==> src/rtl/fiao_issue_scheduler.sv <==
// fiao_issue_scheduler: in-order allocation, out-of-order issue window.
// Entries are allocated at the tail. Each entry becomes issuable once its
// wake pulse arrives. Issue picks the oldest ready entry, searching from the
// head. The head only retires over freed slots, so holes left behind a still
// valid head keep counting toward occupancy.

// One window slot: valid/ready bits with allocation, wake and issue updates.
module fiao_entry (
  input  logic clk,
  input  logic rst,
  input  logic clr,
  input  logic alloc,
  input  logic wake,
  input  logic issue,
  output logic vld,
  output logic rdy
);

  // Allocation wins over a same-cycle wake.
  // A wake only lands on a slot that is already valid.
  always_ff @(posedge clk) begin
    if (rst || clr) begin
      vld <= 1'b0;
      rdy <= 1'b0;
    end else if (alloc) begin
      vld <= 1'b1;
      rdy <= 1'b0;
    end else if (issue) begin
      vld <= 1'b0;
      rdy <= 1'b0;
    end else if (wake && vld) begin
      rdy <= 1'b1;
    end
  end

endmodule

module fiao_issue_scheduler #(
  parameter int DEPTH = 8
) (
  input  logic                         clk,
  input  logic                         rst,
  input  logic                         enq_valid_i,
  output logic                         enq_ready_o,
  output logic [$clog2(DEPTH)-1:0]     enq_ptr_o,
  input  logic [DEPTH-1:0]             wake_i,
  output logic                         iss_valid_o,
  input  logic                         iss_ready_i,
  output logic [$clog2(DEPTH)-1:0]     iss_ptr_o,
  input  logic                         flush_i,
  output logic [$clog2(DEPTH):0]       count_o,
  output logic                         empty_o,
  output logic                         full_o
);

  localparam int PTR_W = $clog2(DEPTH);

  // Pointers carry the wrap flag as their top bit.
  // Because DEPTH is a power of two, a plain increment toggles the flag on wrap.
  logic [PTR_W:0]   head_q, tail_q;
  logic [PTR_W-1:0] head_idx, tail_idx;
  logic [DEPTH-1:0] vld, rdy, cand;
  logic [DEPTH-1:0] alloc_vec, issue_vec;
  logic             enq_fire, iss_fire, head_adv;
  logic             sel_found;
  logic [PTR_W-1:0] sel_ptr;

  assign head_idx = head_q[PTR_W-1:0];
  assign tail_idx = tail_q[PTR_W-1:0];

  assign empty_o = (head_q == tail_q);
  assign full_o  = (head_idx == tail_idx) && (head_q[PTR_W] != tail_q[PTR_W]);
  assign count_o = tail_q - head_q;

  assign enq_ready_o = ~full_o & ~flush_i;
  assign enq_ptr_o   = tail_idx;
  assign enq_fire    = enq_valid_i & enq_ready_o;

  assign cand = vld & rdy;

  // Oldest-first scan: the indices run head, head+1, ..., wrapping to head-1.
  // Iterating in descending age and overwriting leaves the oldest hit.
  always_comb begin : sel_scan
    logic [PTR_W-1:0] idx;
    idx       = '0;
    sel_found = 1'b0;
    sel_ptr   = '0;
    for (int k = DEPTH - 1; k >= 0; k--) begin
      idx = head_idx + PTR_W'(k);
      if (cand[idx]) begin
        sel_found = 1'b1;
        sel_ptr   = idx;
      end
    end
  end

  assign iss_valid_o = sel_found & ~flush_i;
  assign iss_ptr_o   = iss_valid_o ? sel_ptr : '0;
  assign iss_fire    = iss_valid_o & iss_ready_i;

  // Head retires one freed slot per cycle and never runs past the tail.
  assign head_adv = ~empty_o & ~vld[head_idx];

  // Per-slot decode of the allocation and issue targets.
  genvar g;
  generate
    for (g = 0; g < DEPTH; g++) begin : g_ent
      assign alloc_vec[g] = enq_fire && (tail_idx == PTR_W'(g));
      assign issue_vec[g] = iss_fire && (iss_ptr_o == PTR_W'(g));

      fiao_entry u_ent (
        .clk   (clk),
        .rst   (rst),
        .clr   (flush_i),
        .alloc (alloc_vec[g]),
        .wake  (wake_i[g]),
        .issue (issue_vec[g]),
        .vld   (vld[g]),
        .rdy   (rdy[g])
      );
    end
  endgenerate

  // Pointer update: reset and flush both return to an empty window at slot 0.
  always_ff @(posedge clk) begin
    if (rst || flush_i) begin
      head_q <= '0;
      tail_q <= '0;
    end else begin
      if (enq_fire) tail_q <= tail_q + (PTR_W+1)'(1);
      if (head_adv) head_q <= head_q + (PTR_W+1)'(1);
    end
  end

endmodule

==> config.mk <==
export PLATFORM = sky130hd
export DESIGN_NAME = fiao_issue_scheduler
export DESIGN_NICKNAME = d
export VERILOG_FILES = /design/src/rtl/fiao_issue_scheduler.sv
export SDC_FILE = /design/constraint.sdc
export NUM_CORES = 1
export LEC_CHECK = 0
export BUFFER_PORTS_ARGS = -buffer_cell sky130_fd_sc_hd__clkbuf_2
export CAP_MARGIN = 20
export CELL_PAD_IN_SITES_DETAIL_PLACEMENT = 1
export CELL_PAD_IN_SITES_GLOBAL_PLACEMENT = 1
export CORE_AREA = 2 2 128 68
export CTS_CLUSTER_SIZE = 8
export DETAILED_ROUTE_END_ITERATION = 10
export DIE_AREA = 0 0 130 70
export PLACE_DENSITY = 0.53
export SLEW_MARGIN = 20
export SYNTH_ARGS = -nofsm -noshare
export SYNTH_HDL_FRONTEND = slang
export SYNTH_SLANG_ARGS = --single-unit
export TNS_END_PERCENT = 20
==> constraint.sdc <==
create_clock -name clk -period 9.3 [get_ports clk]
set_input_delay 0.93 -clock clk [delete_from_list [all_inputs] [get_ports clk]]
set_output_delay 0.93 -clock clk [all_outputs]
set_load 0.005 [all_outputs]
# Yosys cells after proc, flatten, opt, wreduce, memory -nomap -nowiden
# Cells that the tools add are included.
classes:
  magnitude_cmp: 8
  addsub: 10
  n_reduce_logical: 44
  muxes: 51
  n_eq_ne: 17
  bitwise: 10
op_table:
  columns: ["cell", "n"]
  rows:
  - ["$mux W1", 33]
  - ["$lt A3 B4 Y1 const B", 8]
  - ["$bmux W1 S3", 9]
  - ["$mux W3", 9]
  - ["$logic_and A1 B1 Y1", 25]
  - ["$eq A3 B3 Y1 const B", 8]
  - ["$reduce_or A3 Y1", 8]
  - ["$reduce_bool A2 Y1", 8]
  - ["$add A3 B3 Y3 const B", 4]
  - ["$eq A3 B2 Y1 const B", 4]
  - ["$add A4 B1 Y4 const B", 2]
  - ["$and A8 B8 Y8", 1]
  - ["$add A3 B2 Y3 const B", 2]
  - ["$eq A3 B1 Y1 const B", 2]
  - ["$logic_not A3 Y1", 2]
  - ["$and A1 B1 Y1", 5]
  - ["$eq A4 B4 Y1", 1]
  - ["$not A1 Y1", 4]
  - ["$sub A4 B4 Y4", 1]
  - ["$add A3 B1 Y3 const B", 1]
  - ["$eq A3 B3 Y1", 1]
  - ["$logic_or A1 B1 Y1", 1]
  - ["$ne A1 B1 Y1", 1]
totals:
  out_inout_bits: 14
  elab_cells: 158
  in_bits: 13
  reg_bits: 24

# Depth between registers and ports, before layout
depth:
  ltp_word: 17
  ltp_mapped: 11
  mapped_depth_nobuf: 10

# By module
# A second synthesis with hierarchy kept.
hier_totals:
  hier_cells: 243
  hier_area_um2: 2157.1
modules_own_cells:
  columns: ["mod", "instances", "area_per_inst_um2", "cells_each", "seq_area_each_um2"]
  rows:
  - ["fiao_issue_scheduler", 1, 1526.5, 179, 160.2]
  - ["fiao_entry", 8, 78.8, 8, 40.0]

# Least setup slack after synthesis
# OpenSTA, ideal clock, no wires.
synth_timing:
  path_type: "register to output"
  start: "register head_q[1]"
  end: "output iss_ptr_o[1]"
  t_arrival_ns: 2.411
  slack_ns: 5.959
  path_buffers: 0
  stages_incl_launch_ff: 9
  required_time_ns: 8.370
  path_cell_list: "dfxtp_1 > inv_1 > ha_1 > xnor2_2 > mux4_2 > a211o_1 > nor4_2 > o211ai_2 > inv_1"
synth_via:
  elab_chain_cells: 13
  elab_cells_between_ends: 41
  cone_classes: "7 x add/sub; 33 x mux; 1 x bitwise"
synth_lines:
  columns: ["item", "line", "text"]
  rows:
  - ["start, declared", "60", "logic [PTR_W:0] head_q, tail_q;"]
  - ["start signal, assigned", "131", "if (head_adv) head_q <= head_q + (PTR_W+1)'(1);"]
  - ["$add A3 B3 Y3", "89", "idx = head_idx + PTR_W'(k);"]
  - ["$bmux W1 S3", "90", "if (cand[idx]) begin"]
  - ["$mux W1 (implied by the code)", "90", null]
  - ["$mux W1 (8 in series)", "90", null]
  - ["$and A1 B1 Y1", "97", "assign iss_valid_o = sel_found & ~flush_i;"]
  - ["$mux W3 *", "98", "assign iss_ptr_o = iss_valid_o ? sel_ptr : '0;"]
  - ["end, declared", "49", "output logic [$clog2(DEPTH)-1:0] iss_ptr_o,"]
# Mark *: on every way between the ends. The rest lies on a longest branch, timed or not. The select of a mux whose other input is x is not followed.

# Worst setup path after layout
# Same ends and word-level chain as after synthesis.

==> qor.yml <==
cts_htree_levels: 1
critPathSlowestCell: "dfxtp_1"
ys_warn_count: 0
cts_setup_buffers: 0
syn_to_final_growth_pct: 12.3
layout_common_cells: "clkbuf_2 (26), nor2_1 (24), dfxtp_1 (24)"
avgSynthCellArea_um2: 8.87
timing.setup.tns_ns: 0
p_seq_share_pct: 37.2
rsz0062_at_grt: "no"
hold_depth: 2
hp-class: "reg -> reg"
drt-met1-wl_mm: 4.60
clockBufferDepth: 2
insertedDiodeCount: 0
grt_overflow: 0
endpoint_kind: "primary output"
start_util_pct: 28.3
dr_total_vias: 2167
grt_max_degree: 28
max_freq_mhz: 214
cp_data_required_time_ns: 8.37
path_class: "reg -> out"
grt_pass1_vias: 2143
grt_first_pass_wirelength_mm: 13.2
dr_wl_met2_mm: 2.85
setup_viol: 0
slew_headroom_pct: 30.7
syn_area_um2: 2320
clkPwrFrac_pct: 43.5
r2r_cells: 10
die_h_um: 70
power_density_nw_per_um2: 113
portBuffers: 26
start_kind: "flip-flop"
crit_chain: "inv_1, ha_1, clkinv_1, mux2i_1, a211oi_1, or3_1, o211ai_2, inv_1, clkbuf_2"
synth_nets: 287
cts_sinks: 24
gp_congestion: 1.03
synth.distinct_cells: 70
clock_skew_ns: 0.00533
path_common_cell: "inv_1"
p_switching_mw: 0.0807
critPathArrivalTime_ns: 3.75
slowest_delay_ns: 0.84
vias_per_cell: 5.46
ir_drop_mv: 0.0638
core_area_um2: 8200
dp_slack_ns: 4.95
fin_ws_ns: 4.62
p_int_mw: 0.212
drc: 0
antenna_left: 0
cts_resized: 0
critical_path.max_fanout: 19
power_mw: 0.293
finalWirelength_mm: 8.30
drtPass1Iterations: 4
power.leakage_nw: 1.01
finalCriticalPeriod_ns: 4.68
layout_commonest_cell: "clkbuf_2"
syn-instance-count: 261
wl_met3_um: 822
finish.utilization_pct: 31.7
nets: 307
grt_util_all_layers_pct: 19.4
path_buf_inv: 4
max_slew.worst_pin.slew_ns: 1.04
cts_tree: "built"
nFillCells: 987
drv_slew: 0
cp_top_family: "buffers and inverters"
drv_cap: 0
yosysSeqAreaShare_pct: 20.7
fp-row-count: 24
cts_hold_buf: 0
highest_layer: "met4"
drive_gt1_share_pct: 24.6
cts_buffers: 3
synth_flop_cell: "dfxtp_1"
place_hpwl_mm: 6.59
swShare_pct: 27.6
worst-path-stages: 9
antenna_found_initial: 0
combPwrFrac_pct: 19.3
status: "finished clean"
routedWlPerCell_um: 20.9
ctsRootBufferMaster: "clkbuf_16"
hold_violations: 0
synth_edf_count: 0
die_area_um2: 9100
die_x_um: 130
async_reset_ff_share_pct: 0
path_clk_slew_ns: 0.07
clk_latency_ns: 0.27
io_pins: 27
finalCritPeriodShare_pct: 50.3
ys_seq_elements: 24
dr.first_iter.drc_count: 130
-- logic make-up after synthesis --
kind of cell    share of synthesized area (%)
compound gates                           26.3
mux                                      15.0
xor+xnor                                 4.11
simple gates                             19.4
fa+ha+maj                                7.35
flops                                    20.7
buf+inv                                  7.13
-- layer usage --
metal  up-vias  track usage, %
met5         -               0
met4         0            2.51
met3         4            5.67
met2        79            22.9
met1      1060            33.3
li1       1024               -
-- worst register-to-register path, stage by stage, from the launching register on --
cell	delay (ns)
dfxtp_1	0.84
inv_1	0.34
ha_1	0.57
clkinv_1	0.35
mux2i_1	0.40
a21oi_1	0.10
a21oi_2	0.25
mux2i_4	0.31
inv_1	0.13
or4b_1	0.55
a32o_2	0.29
-- layout make-up --
class	count	area, um2	area share [%]
Clock buffer	3	75.1	2.89
Clock inverter	1	30.0	1.15
Inverter	14	52.6	2.02
Multi-Input combinational cell	210	1670	64.2
Sequential cell	24	480	18.5
Tap cell	117	146	5.63
Timing Repair Buffer	28	145	5.58
-- stage by stage --
stage | std cells | area (um2) | hold slack [ns]
2_1_floorplan | 261 | 2320 | 0.470
3_3_place_gp | 393 | 2490 | 0.495
3_5_place_dp | 393 | 2490 | 0.518
4_1_cts | 397 | 2600 | 0.528
5_1_grt | 397 | 2600 | 0.579
6_report | 397 | 2600 | 0.517
-- sequential cells by signal (all words and copies together), names as in the netlist --
| signal | cells |
|---|---|
| g_ent.u_ent.rdy | 8 |
| g_ent.u_ent.vld | 8 |
| head_q | 4 |
| tail_q | 4 |
-- cells in the mapped netlist, types with 3 or more instances --
master | instances | area (um2)
ha_1 | 12 | 150
xor2_1 | 5 | 43.8
nand3_1 | 8 | 40.0
a31oi_1 | 4 | 25.0
a21oi_1 | 17 | 85.1
o211ai_1 | 6 | 45.0
nand4_1 | 3 | 18.8
buf_4 | 4 | 30.0
mux2_2 | 3 | 33.8
and3_1 | 6 | 37.5
o21a_2 | 3 | 26.3
a211oi_1 | 6 | 45.0
o21ai_0 | 8 | 40.0
dfxtp_1 | 24 | 480
nor2_1 | 24 | 90.1
nor4_1 | 3 | 18.8
buf_6 | 3 | 33.8
xnor2_1 | 4 | 35.0
nand2_1 | 21 | 78.8
o21ai_2 | 4 | 35.0
clkbuf_1 | 3 | 11.3
mux4_2 | 10 | 225
mux2i_1 | 4 | 40.0
inv_1 | 13 | 48.8
and2_1 | 3 | 18.8
-- worst paths after layout --
kind,startpoint,end,slack (ns)
hold reg to reg,head_q[3]$_SDFFE_PP0P_,head_q[3]$_SDFFE_PP0P_,0.52
setup / recovery,head_q[1]$_SDFFE_PP0P_,iss_ptr_o[1],4.62
hold / removal,head_q[3]$_SDFFE_PP0P_,head_q[3]$_SDFFE_PP0P_,0.52
setup reg to reg,head_q[1]$_SDFFE_PP0P_,g_ent[6].u_ent.vld$_SDFFE_PP0P_,5.08
-- power groups by stage --
stage	Sequential, mW	Combinational, mW	Clock [mW]
CTS	0.109	0.0564	0.131
finish	0.109	0.0566	0.127
global placement	0.111	0.0561	0
global route	0.109	0.0631	0.135
detailed placement	0.111	0.0561	0
floorplan	0.108	0.0436	0
(Power assumes the default switching activity.)
